[src/rtl/ibex_pkg.sv]
// -----------------------------------------------------------------------------
// ibex_pkg (dummy-instruction slice)
//
// Shared definitions for the dummy-instruction generator and tracker:
//   - dummy_instr_e    : the four operations the generator may insert
//   - OPCODE_OP        : major opcode of every dummy (R-type OP)
//   - F7_* / F3_*      : funct7/funct3 pairs for each dummy operation
//   - dummy_funct()    : maps a dummy operation to its {funct7, funct3}
//   - dummy_track_t    : per-slot tracking record {valid, dummy, enc_ok}
//   - GAP_W / CNT_W    : widths of the insertion-gap and retired-dummy counters
// -----------------------------------------------------------------------------
package ibex_pkg;

   typedef enum logic [1:0] {
      DUMMY_ADD = 2'b00,
      DUMMY_MUL = 2'b01,
      DUMMY_DIV = 2'b10,
      DUMMY_AND = 2'b11
   } dummy_instr_e;

   localparam logic [6:0] OPCODE_OP = 7'h33;

   localparam logic [6:0] F7_ADD = 7'b0000000;
   localparam logic [2:0] F3_ADD = 3'b000;
   localparam logic [6:0] F7_MUL = 7'b0000001;
   localparam logic [2:0] F3_MUL = 3'b000;
   localparam logic [6:0] F7_DIV = 7'b0000001;
   localparam logic [2:0] F3_DIV = 3'b100;
   localparam logic [6:0] F7_AND = 7'b0000000;
   localparam logic [2:0] F3_AND = 3'b111;

   localparam int unsigned GAP_W = 6;
   localparam int unsigned CNT_W = 16;

   typedef struct packed {
      logic valid;
      logic dummy;
      logic enc_ok;
   } dummy_track_t;

   // {funct7, funct3} that the generator emits for a given dummy operation.
   function automatic logic [9:0] dummy_funct(input dummy_instr_e op);
      logic [9:0] funct;
      case (op)
         DUMMY_ADD: funct = {F7_ADD, F3_ADD};
         DUMMY_MUL: funct = {F7_MUL, F3_MUL};
         DUMMY_DIV: funct = {F7_DIV, F3_DIV};
         DUMMY_AND: funct = {F7_AND, F3_AND};
         default:   funct = {F7_ADD, F3_ADD};
      endcase
      return funct;
   endfunction

endpackage

[src/rtl/ibex_dummy_instr_check.sv]
// -----------------------------------------------------------------------------
// ibex_dummy_instr_check
//
// Purely combinational check that an instruction word is an encoding the
// dummy generator can produce: OP opcode, rd = x0, and one of the four
// allowed {funct7, funct3} pairs. rs1/rs2 are free and not inspected.
//
// Ports:
//   instr_rdata  in  32  instruction word to check
//   enc_ok       out  1  word is a legal dummy encoding
// -----------------------------------------------------------------------------
module ibex_dummy_instr_check
   import ibex_pkg::*;
(
   input  logic [31:0] instr_rdata,
   output logic        enc_ok
);

   logic [9:0] funct;
   logic       funct_ok;
   logic       unused_rs;

   assign funct = {instr_rdata[31:25], instr_rdata[14:12]};

   // Source registers carry the generator's random operands.
   assign unused_rs = ^instr_rdata[24:15];

   // NOTE: every output of a combinational block gets a default first, so no
   // path through the block leaves it unassigned and a latch is never inferred.
   always_comb begin
      funct_ok = 1'b0;
      if (funct == dummy_funct(DUMMY_ADD) || funct == dummy_funct(DUMMY_MUL) ||
          funct == dummy_funct(DUMMY_DIV) || funct == dummy_funct(DUMMY_AND)) begin
         funct_ok = 1'b1;
      end
   end

   assign enc_ok = (instr_rdata[6:0] == OPCODE_OP) &&
                   (instr_rdata[11:7] == 5'd0) &&
                   funct_ok;

endmodule

[src/rtl/ibex_dummy_instr_tracker.sv]
// -----------------------------------------------------------------------------
// ibex_dummy_instr_tracker
//
// Follows dummy-tagged instructions from the ID handshake to retirement.
// Flags a dummy held in ID/EX so its register write is suppressed, pulses a
// retire indication (dummy or real) so performance counters can skip dummies,
// counts retired dummies, and latches an integrity error on a malformed dummy
// or an over-long run of real retires between dummies.
//
// Parameters:
//   WritebackStage  1 = retire from a separate WB slot, 0 = retire at ID/EX
//   MaxGap          most real retires allowed between two dummies
//
// Ports:
//   clk_i, rst_ni          clock, asynchronous active-low reset
//   dummy_instr_en_i       dummy insertion enabled
//   instr_valid_id_i       instruction presented to ID
//   id_in_ready_i          ID accepts the presented instruction
//   instr_is_dummy_i       presented instruction is a dummy
//   instr_rdata_i [31:0]   presented instruction word
//   id_done_i              instruction in ID/EX completes
//   wb_done_i              instruction in WB retires (WritebackStage=1 only)
//   flush_i                kill the instruction in ID/EX
//   cnt_clr_i              clear the retired-dummy count
//   dummy_in_id_o          ID/EX holds a dummy (registered)
//   dummy_retire_o         a dummy retires this cycle
//   real_retire_o          a non-dummy retires this cycle
//   dummy_cnt_o [15:0]     retired dummies, saturating
//   err_o                  sticky integrity error
// -----------------------------------------------------------------------------
module ibex_dummy_instr_tracker
   import ibex_pkg::*;
#(
   parameter bit          WritebackStage = 1'b0,
   parameter int unsigned MaxGap         = 32
) (
   input  logic             clk_i,
   input  logic             rst_ni,
   input  logic             dummy_instr_en_i,
   input  logic             instr_valid_id_i,
   input  logic             id_in_ready_i,
   input  logic             instr_is_dummy_i,
   input  logic [31:0]      instr_rdata_i,
   input  logic             id_done_i,
   input  logic             wb_done_i,
   input  logic             flush_i,
   input  logic             cnt_clr_i,
   output logic             dummy_in_id_o,
   output logic             dummy_retire_o,
   output logic             real_retire_o,
   output logic [CNT_W-1:0] dummy_cnt_o,
   output logic             err_o
);

   localparam logic [GAP_W:0] MAX_GAP = (GAP_W + 1)'(MaxGap);

   logic             accept;
   logic             enc_ok;
   logic             id_fin;
   logic             retire;
   logic             retire_dummy;
   logic             retire_enc_ok;
   logic             enc_err;
   logic             gap_over;
   logic [GAP_W:0]   gap_inc;

   dummy_track_t     id_q, id_d;
   logic [GAP_W-1:0] gap_q, gap_d;
   logic [CNT_W-1:0] cnt_q, cnt_d;
   logic             err_q, err_d;

   ibex_dummy_instr_check u_check (
      .instr_rdata (instr_rdata_i),
      .enc_ok      (enc_ok)
   );

   assign accept = instr_valid_id_i & id_in_ready_i;
   // Completion only counts when the slot actually holds an instruction.
   assign id_fin = id_done_i & id_q.valid;

   // --------------------------------------------------------------------------
   // ID/EX slot
   // --------------------------------------------------------------------------
   // Accept wins over completion/flush: the old instruction leaves and the new
   // one lands in the same edge. Flush alongside completion clears the slot
   // exactly as completion alone would.
   always_comb begin
      id_d = id_q;
      if (accept) begin
         id_d = '{valid: 1'b1, dummy: instr_is_dummy_i, enc_ok: enc_ok};
      end else if (id_fin || flush_i) begin
         id_d = '0;
      end
   end

   // --------------------------------------------------------------------------
   // Retire point: either a separate WB slot or ID/EX completion itself
   // --------------------------------------------------------------------------
   if (WritebackStage) begin : g_wb
      dummy_track_t wb_q, wb_d;
      logic         wb_fin;

      assign wb_fin = wb_done_i & wb_q.valid;

      // A completing ID instruction overwrites the WB slot; if WB retires in
      // the same cycle the outgoing entry is still reported from wb_q.
      always_comb begin
         wb_d = wb_q;
         if (id_fin) begin
            wb_d = id_q;
         end else if (wb_fin) begin
            wb_d = '0;
         end
      end

      always_ff @(posedge clk_i or negedge rst_ni) begin
         if (!rst_ni) begin
            wb_q <= '0;
         end else begin
            wb_q <= wb_d;
         end
      end

      assign retire        = wb_fin;
      assign retire_dummy  = wb_q.dummy;
      assign retire_enc_ok = wb_q.enc_ok;
   end else begin : g_no_wb
      logic unused_wb_done;

      assign unused_wb_done = wb_done_i;
      assign retire         = id_fin;
      assign retire_dummy   = id_q.dummy;
      assign retire_enc_ok  = id_q.enc_ok;
   end

   // --------------------------------------------------------------------------
   // Gap counter, retired-dummy counter, error latch
   // --------------------------------------------------------------------------
   assign gap_inc  = {1'b0, gap_q} + 1'b1;
   assign gap_over = retire & ~retire_dummy & dummy_instr_en_i & (gap_inc > MAX_GAP);
   // The error is flagged at acceptance, before the dummy ever reaches retire.
   assign enc_err  = accept & instr_is_dummy_i & ~enc_ok;

   always_comb begin
      gap_d = gap_q;
      if (!dummy_instr_en_i || (retire && retire_dummy)) begin
         gap_d = '0;
      end else if (retire) begin
         // Hold at all-ones instead of wrapping; the error is already latched.
         gap_d = gap_inc[GAP_W] ? gap_q : gap_inc[GAP_W-1:0];
      end
   end

   always_comb begin
      cnt_d = cnt_q;
      if (cnt_clr_i) begin
         cnt_d = '0;
      end else if (retire && retire_dummy && (cnt_q != '1)) begin
         cnt_d = cnt_q + 1'b1;
      end
   end

   assign err_d = err_q | enc_err | gap_over;

   // NOTE: clocked state uses non-blocking assignments so every register
   // samples pre-edge values, independent of statement or process order.
   always_ff @(posedge clk_i or negedge rst_ni) begin
      if (!rst_ni) begin
         id_q  <= '0;
         gap_q <= '0;
         cnt_q <= '0;
         err_q <= 1'b0;
      end else begin
         id_q  <= id_d;
         gap_q <= gap_d;
         cnt_q <= cnt_d;
         err_q <= err_d;
      end
   end

   // --------------------------------------------------------------------------
   // Outputs
   // --------------------------------------------------------------------------
   assign dummy_in_id_o  = id_q.valid & id_q.dummy;
   assign dummy_retire_o = retire & retire_dummy;
   assign real_retire_o  = retire & ~retire_dummy;
   assign dummy_cnt_o    = cnt_q;
   assign err_o          = err_q;

   // --------------------------------------------------------------------------
   // Properties
   // --------------------------------------------------------------------------
   a_retire_exclusive : assert property (@(posedge clk_i) disable iff (!rst_ni)
      !(dummy_retire_o && real_retire_o));

   // A malformed dummy can only reach retirement after the error was latched.
   a_bad_dummy_flagged : assert property (@(posedge clk_i) disable iff (!rst_ni)
      (retire && retire_dummy && !retire_enc_ok) |-> err_q);

endmodule
[config.mk]
export PLATFORM = sky130hd
export DESIGN_NAME = ibex_dummy_instr_tracker
export DESIGN_NICKNAME = d
export VERILOG_FILES = /design/src/rtl/ibex_pkg.sv /design/src/rtl/ibex_dummy_instr_check.sv /design/src/rtl/ibex_dummy_instr_tracker.sv
export SDC_FILE = /design/constraint.sdc
export NUM_CORES = 1
export LEC_CHECK = 0
export ABC_AREA = 1
export CORE_ASPECT_RATIO = 1.75
export CORE_UTILIZATION = 41
export DETAILED_ROUTE_END_ITERATION = 16
export DONT_BUFFER_PORTS = 1
export PLACE_DENSITY = 0.66
export SETUP_SLACK_MARGIN = 0.2
export SYNTH_ARGS = -nofsm -noshare
export SYNTH_HDL_FRONTEND = slang
export SYNTH_SLANG_ARGS = --single-unit
[constraint.sdc]
create_clock -name clk_i -period 2.78 [get_ports clk_i]
set_input_delay 0.417 -clock clk_i [delete_from_list [all_inputs] [get_ports clk_i]]
set_output_delay 0.417 -clock clk_i [all_outputs]
set_load 0.005 [all_outputs]
Yosys cells after proc, flatten, opt, wreduce, memory -nomap -nowiden
Cells that the tools add are included.
{"block": "totals", "out_inout_bits": 20, "inputBits": 42, "ff_bits": 25, "wordCells": 51}
{"block": "classes", "n_bitwise": 13, "n_addsub": 2, "magnitude_cmp": 1, "n_eq_ne": 6, "n_reduce_logical": 16, "muxes": 8}
{"cell": "$mux 16", "n": 2}
{"cell": "$eq 10x4->1 const B", "n": 2}
{"cell": "$mux 6", "n": 3}
{"cell": "$add 16x1->16 const B", "n": 1}
{"cell": "$ne 16x16->1 const B", "n": 1}
{"cell": "$eq 10x3->1 const B", "n": 1}
{"cell": "$logic_not 10->1", "n": 1}
{"cell": "$and 1x1->1", "n": 9}
{"cell": "$add 6x1->7 const B", "n": 1}
{"cell": "$eq 7x6->1 const B", "n": 1}
{"cell": "$gt 7x6->1 const B", "n": 1}
{"cell": "$mux 3", "n": 2}
{"cell": "$reduce_bool 2->1", "n": 3}
{"cell": "$logic_not 5->1", "n": 1}
{"cell": "$logic_or 1x1->1", "n": 5}
{"cell": "$logic_and 1x1->1", "n": 4}
{"cell": "$ne 2x1->1 const B", "n": 1}
{"cell": "$not 1->1", "n": 2}
{"cell": "$or 1x1->1", "n": 2}
{"cell": "$reduce_and 2->1", "n": 1}
{"cell": "$logic_not 1->1", "n": 1}
{"cell": "$mux 1", "n": 1}

Depth between registers and ports, before layout
Gate-level depths: netlist (run 1).
{"block": "logic_depth", "depth_word": 10, "mapped_depth": 10, "mapped_depth_nobuf": 9}

By module
Synthesis (run 1) repeated with hierarchy kept, for this count alone.
{"block": "unflattened", "hier_cells": 243, "area_unflattened_um2": 1662.8}
{"module": "ibex_dummy_instr_tracker", "cells_per_inst": 214, "instances": 1, "seq_area_each_um2": 625.6, "area_per_inst_um2": 1546.5}
{"module": "ibex_dummy_instr_check", "cells_per_inst": 29, "instances": 1, "seq_area_each_um2": 0.0, "area_per_inst_um2": 116.4}

Worst setup path after synthesis (run 1)
Ideal clock, no wire load.
{"block": "synth_path", "path_type": "register to register", "startpoint": "register cnt_q[1] (netlist: dummy_cnt_o[1])", "endpoint": "register cnt_q[2] (netlist: dummy_cnt_o[2])", "setup_ps": 66, "synth_period_minus_slack_ps": 1522, "arrival_ps": 1457, "required_ps": 2714, "n_path_buf": 1, "setup_slack_ps": 1258, "stages_incl_launch_ff": 11, "path_cell_list": "dfrtp_1 ha_1 nand3_1 inv_2 nand2_2 nor2_4 nor2_4 nor2_4 buf_6 nand2_1 nand2_1"}
{"block": "synth_between", "elab_chain_len": 3, "word_cells_on_any_way": 6, "cone_classes": "add/sub: 1; eq/ne: 1; mux: 2; reduce/logical: 2"}
{"element": "from (decl)", "line": "ibex_dummy_instr_tracker.sv:69", "source": "logic [CNT_W-1:0] cnt_q, cnt_d;"}
{"element": "from (signal assigned)", "line": "ibex_dummy_instr_tracker.sv:176", "source": "cnt_q <= cnt_d;"}
{"element": "$add 16x1->16 or $ne 16x16->1 (tied branches)", "line": "ibex_dummy_instr_tracker.sv:159, ibex_dummy_instr_tracker.sv:158"}
{"element": "$mux 16 or $logic_and 1x1->1 (tied branches)", "line": "ibex_dummy_instr_tracker.sv:158", "source": "end else if (retire && retire_dummy && (cnt_q != '1)) begin"}
{"element": "$mux 16 or $reduce_bool 2->1 (tied branches)"}
Parallel ways exist; a longest one is shown, timed or not. The select of a mux whose other input is x is not followed.
A chain may end at the register's enable or synchronous reset.

Worst setup path after layout (run 1)
{"block": "layout_path", "startpoint": "register cnt_q[1] (netlist: dummy_cnt_o[1])", "endpoint": "register cnt_q[1] (netlist: dummy_cnt_o[1])"}
The elaborated chain is that of the path after synthesis.

==> flow_metrics.env, run 1 <==
export IMPL_r2r_start="dummy_cnt_o[1]"
export IMPL_syn_nets=289
export IMPL_hold_start="cnt_clr_i"
export IMPL_cpMostUsedCell="nor2_4"
export IMPL_cts_path_max_buffers=2
export IMPL_synth_area_leaders="dfrtp_1 38%, nand2_1 21%, nor2_1 8.2%"
export IMPL_status="complete, no violations"
export IMPL_place_area_mm2=0.00168
export IMPL_crit_chain="ha_1 -> nand3_1 -> inv_2 -> nand2_2 -> nor2_4 -> nor2_4 -> nor2_4 -> nand2_1 -> nand2_1"
export IMPL_required_ns=2.99
export IMPL_ys_types=23
export IMPL_num_antenna_cells=0
export IMPL_drcViolationCount=0
export IMPL_worstSetupPathType="reg -> reg"
export IMPL_synth_area_mm2=0.00164
export IMPL_drv_slew=0
export IMPL_gp_congestion=0.824
export IMPL_die_y_um=85.7
export IMPL_synth_area_per_cell_um2=6.71
export IMPL_firstDrtPassIters=4
export IMPL_die_area_mm2=0.00427
export IMPL_worstReg2RegEnd="dummy_cnt_o[1]"
export IMPL_worst_path_buf_inv=1
export IMPL_worst_slack_ns=0.894
export IMPL_hold_viol=0
export IMPL_startpoint="dummy_cnt_o[1]"
export IMPL_core_mm2=0.00387
export IMPL_place_ws_ns=0.902
export IMPL_finalPower_uw=648
export IMPL_die_width_um=49.9
export IMPL_yosys_area_top_type="dfrtp_1"
export IMPL_finalSetupTns_ns=0
export IMPL_grt_pass1_vias=1486
export IMPL_cp_data_arrival_time_ns=2.10
export IMPL_fmax_mhz=530
export IMPL_fin_nets=293
export IMPL_numCtsBuffers=3
export IMPL_crit_fanout=14
export IMPL_rrSetupSlack_ns=0.89
export IMPL_clk_pin_slew_ns=0.10
export IMPL_wl_um=3780
export IMPL_maxCapViolCount=0
export IMPL_slowest_stage="dfrtp_1"
export IMPL_slowest_delay_ns=0.44
export IMPL_cp_top_family="simple AND/OR/NAND/NOR gates"
export IMPL_crit_end="dummy_cnt_o[1]"
export IMPL_synthFlopType="dfrtp_1"
export IMPL_yosys_cell_count_top_type="nand2_1"
export IMPL_overflow=0
export IMPL_insertion_delay_ns=0.27
export IMPL_hpwlAfterDp_um=2940
export IMPL_relSlewSlack_pct=69.7
export IMPL_post_cts_buffers=0
export IMPL_worstMarginPinSlew_ns=0.454
export IMPL_grt_pass1_wl_um=6440
export IMPL_grt_usage_pct=19.7
export IMPL_drt_vias_per_instance=5.24
export IMPL_startpoint_type="register"
export IMPL_ys_ff_latch=25
export IMPL_end_kind="register"
export IMPL_rsz0062_at_grt="false"
export IMPL_synth_common_cells="91 x nand2_1, 36 x nor2_1, 25 x dfrtp_1"
export IMPL_async_flop_share_pct=100
export IMPL_cts_num_sinks=25
export IMPL_cts_root_buf="clkbuf_8"
export IMPL_h_tree_depth=1
export IMPL_synth_top_cell_area_share_pct=38.1
export IMPL_ant_nets=0
export IMPL_seq_area_frac_synth_pct=38.1
export IMPL_synth_warning_count=0
export IMPL_leakage_nw=0.833
export IMPL_skew_ns=0.00508
export IMPL_period_needed_ns=1.89
export IMPL_max_vdd_ir_drop_v=0.000231
export IMPL_final_cell_area_mm2=0.00176
export IMPL_syn2layout_area_growth_pct=7.24
export IMPL_fin_crit_sh_pct=67.9
export IMPL_cp_depth=9
export IMPL_num_vias=1552
export IMPL_grt_max_degree=26
export IMPL_min_path_type="in -> reg"
export IMPL_start_util_pct=42.5
export IMPL_r2r_worst_path_cells=9
export IMPL_final_layout_size_suffix_gt1_share_pct=5.24
export IMPL_wire_per_inst_um=12.8
export IMPL_setup_violations=0
export IMPL_rows=30
export IMPL_p_per_area_mw_per_mm2=368
export IMPL_syn_inst=245
export IMPL_drt_iter0_drc=31
export IMPL_antenna_found_initial=0
export IMPL_cts_tree="yes"
export IMPL_io_buffers=0
export IMPL_synth_edf_count=0
export IMPL_ios=62
[cell families after synthesis]
logic type      synth area share [%]
flops                           38.1
simple gates                    45.3
mux                            0.609
fa+ha+maj                       1.52
compound gates                  4.87
xor+xnor                        2.67
buf+inv                         6.93
[worst min-delay path by stage]
stage / slack (ns) / endpoint / depth (start not counted)
after floorplan: 0.12 / dummy_cnt_o[0] / 0
after global placement: 0.12 / dummy_cnt_o[2] / 0
after detailed placement: 0.12 / dummy_cnt_o[2] / 0
after CTS: 0.27 / dummy_cnt_o[7] / 3
after global routing: 0.28 / id_q[2] / 2
final: 0.28 / dummy_cnt_o[7] / 3
[flip-flops by register name (all words and copies together) (netlist names)]
name / cells
err_o: 1
retire_dummy: 1
id_q: 1
gap_q: 6
dummy_cnt_o: 16
[through the flow]
stage	util, %	cells	hold WS, ns
3_3_place_gp	43.5	290	0.122
6_report	45.6	296	0.280
4_1_cts	45.6	296	0.269
2_1_floorplan	-	245	0.121
3_5_place_dp	43.5	290	0.122
5_1_grt	45.6	296	0.280
[layout by cell type (no fill, tap or decap)]
master,netlist,layout
a21oi_1,2,2
and2_0,1,1
buf_12,0,1
clkbuf_8,0,3
clkinvlp_4,0,1
dfrtp_1,25,25
dlygate4sd3_1,0,1
ha_1,2,2
inv_1,24,24
inv_2,1,1
mux2i_1,1,1
nand2_1,91,91
nand2_2,1,1
nand3_1,18,18
nand4_1,16,16
nor2_1,36,36
nor2_2,1,1
nor2_4,4,4
nor3b_1,1,1
o21ai_0,7,7
o21bai_1,3,3
o22ai_1,2,2
or2_2,1,1
xor2_1,5,5
[report_power, final]
part           total [mW]  switching (mW)  internal, mW
combinational      0.0498          0.0340        0.0157
clock               0.226           0.125         0.102
sequential          0.372         0.00466         0.368
[worst min-delay path, cell delays in order]
cell and delay [ns]:
nor2_1 0.02, nand2_1 0.04, nand2_1 0.04
[layout make-up]
class	count	area, µm²
tap	48	60.1
fill	407	2100
clock inverter	1	7.51
sequential	25	626
clock buffer	3	41.3
multi-input combinational	192	903
timing repair buffer	2	30.0
inverter	25	93.8
[routing by layer]
metal / share of wire (%) / up-vias / GRT usage [%] / routed length, µm
met1: 37 / 707 / 19.6 / 1410
met5: 0 / - / 0 / 0
met2: 56 / 44 / 37.8 / 2130
met4: 3.0 / 0 / 10.6 / 112
li1: - / 793 / - / -
met3: 3.3 / 8 / 2.48 / 126
[what timing repair did]
item	in CTS	in global routing
setup endpoints to repair	0	0
endpoints found under the hold margin	25	0
gates resized for setup	0	0
hold buffers	2	0
Power figures use the tool's default switching activity.
==> run 2, diff against run 1 <==
==> constraint.sdc (replaced) <==
create_clock -name clk_i -period 1.76 [get_ports clk_i]
set_input_delay 0.264 -clock clk_i [delete_from_list [all_inputs] [get_ports clk_i]]
set_output_delay 0.264 -clock clk_i [all_outputs]
set_load 0.005 [all_outputs]
==> flow_metrics.env, run 2 (same netlist as run 1, synthesis figures left out) <==
export IMPL_status="complete, no violations"
export IMPL_n_fill_cell=377
export IMPL_grt_usage_pct=21.3
export IMPL_drt_vias_per_instance=5.03
export IMPL_cp_data_arrival_time_ns=1.62
export IMPL_drt_iter0_drc=36
export IMPL_grt_pass1_vias=1620
export IMPL_core_mm2=0.00387
export IMPL_layout_common_cells="89 x nand2_1, 36 x nor2_1, 24 x dfrtp_1, 24 x buf_4, 23 x inv_1"
export IMPL_grt_pass1_wl_um=6890
export IMPL_hold_viol=0
export IMPL_overflow=0
export IMPL_ios=62
export IMPL_final_seq_area_um2=627
export IMPL_startpoint_type="register"
export IMPL_h_tree_depth=1
export IMPL_period_needed_ns=1.46
export IMPL_rows=30
export IMPL_multiInputGateArea_um2=921
export IMPL_fmax_mhz=686
export IMPL_cts_tree="yes"
export IMPL_wl_um=4120
export IMPL_drv_slew=0
export IMPL_min_path_type="in -> reg"
export IMPL_numCtsBuffers=3
export IMPL_die_width_um=49.9
export IMPL_firstDrtPassIters=4
export IMPL_placed_cells=310
export IMPL_io_buffers=0
export IMPL_required_ns=1.92
export IMPL_finalSetupTns_ns=0
export IMPL_hpwlAfterDp_um=3190
export IMPL_fin_crit_sh_pct=82.9
export IMPL_final_layout_size_suffix_gt1_share_pct=16.8
export IMPL_leakage_nw=0.977
export IMPL_setup_violations=0
export IMPL_num_antenna_cells=0
export IMPL_cts_num_sinks=25
export IMPL_worstSetupPathType="reg -> reg"
export IMPL_skew_ns=0.00438
export IMPL_worstMarginPinSlew_ns=0.319
export IMPL_final_common_cell="nand2_1"
export IMPL_max_vdd_ir_drop_v=0.000317
export IMPL_relSlewSlack_pct=78.6
export IMPL_end_kind="register"
export IMPL_finalNonFillerCells=322
export IMPL_cts_path_max_buffers=2
export IMPL_rsz0062_at_grt="true"
export IMPL_ant_nets=0
export IMPL_maxCapViolCount=0
export IMPL_die_y_um=85.7
export IMPL_grt_max_degree=26
export IMPL_fin_nets=319
export IMPL_largest_reg_flops=16
export IMPL_die_area_mm2=0.00427
export IMPL_start_util_pct=42.5
export IMPL_insertion_delay_ns=0.27
export IMPL_drcViolationCount=0
export IMPL_antenna_found_initial=0
export IMPL_wire_per_inst_um=12.8
export IMPL_clk_pin_slew_ns=0.09
export IMPL_p_per_area_mw_per_mm2=519
export IMPL_cts_root_buf="clkbuf_8"
export IMPL_crit_fanout=4
export IMPL_syn2layout_area_growth_pct=21.6
export IMPL_num_vias=1619
export IMPL_gp_congestion=0.863
run 2: routing by layer:
| layer | GRT usage [%] | routed length [µm] |
|---|---|---|
| met1 | 21.0 | 1500 |
| met2 | 39.7 | 2230 |
| met3 | 2.84 | 169 |
| met5 | 0 | 0 |
| met4 | 14.8 | 224 |
run 2: worst max-delay path, cell delays in order (launching register included):
cell	delay (ns)
dfrtp_1	0.39
ha_2	0.19
nand3_2	0.10
inv_2	0.06
nand2_2	0.07
nor2_4	0.05
nor2_4	0.18
nor2_4	0.07
buf_4	0.14
nand2_1	0.05
nand2_1	0.06
run 2: path summary, 6_finish.rpt:
check	cells past startpoint	slack (ns)	startpoint	to
worst max-delay path	10	0.30	dummy_cnt_o[0]	dummy_cnt_o[3]
worst min-delay path	3	0.13	cnt_clr_i	dummy_cnt_o[7]
worst max register to register	10	0.30	dummy_cnt_o[0]	dummy_cnt_o[3]
worst min register to register	2	0.51	err_o	err_o
max in group asynchronous	2	1.18	rst_ni	dummy_cnt_o[6]
min in group asynchronous	2	0.41	rst_ni	dummy_cnt_o[3]
run 2: layout make-up:
| type | instances | area share, % |
|---|---|---|
| Multi-Input combinational cell | 192 | 46.1 |
| Sequential cell | 25 | 31.4 |
| Timing Repair Buffer | 28 | 12.5 |
| Inverter | 25 | 4.70 |
| Tap cell | 48 | 3.01 |
| Clock buffer | 3 | 2.07 |
| Clock inverter | 1 | 0.250 |
run 2: timing repair:
item                                   4_1_cts  5_1_grt
resized for setup                            2        5
buffers inserted                             4        2
pin swaps                                    2        2
hold buffers                                 2        0
endpoints found under the hold margin       25        0
setup endpoints to repair                   14       20
run 2: where the power goes:
group | switching (mW) | internal (mW) | total, mW | leakage (nW)
Combinational | 0.0605 | 0.0441 | 0.105 | 0.612
Clock | 0.187 | 0.158 | 0.345 | 0.0255
Sequential | 0.00686 | 0.581 | 0.587 | 0.339
run 2: through the flow:
| stage | utilization [%] | area, µm² | setup WS, ns | hold slack [ns] | total power [mW] |
|---|---|---|---|---|---|
| 2_1_floorplan | - | 1640 | 0.238 | -0.0316 | 0.650 |
| 3_3_place_gp | 47.4 | 1830 | 0.171 | -0.0310 | 0.667 |
| 3_5_place_dp | 47.4 | 1830 | 0.151 | -0.0310 | 0.668 |
| 4_1_cts | 51.0 | 1970 | 0.231 | 0.122 | 1.05 |
| 5_1_grt | 51.7 | 2000 | 0.194 | 0.134 | 1.09 |
| 6_report | 51.7 | 2000 | 0.301 | 0.130 | 1.04 |
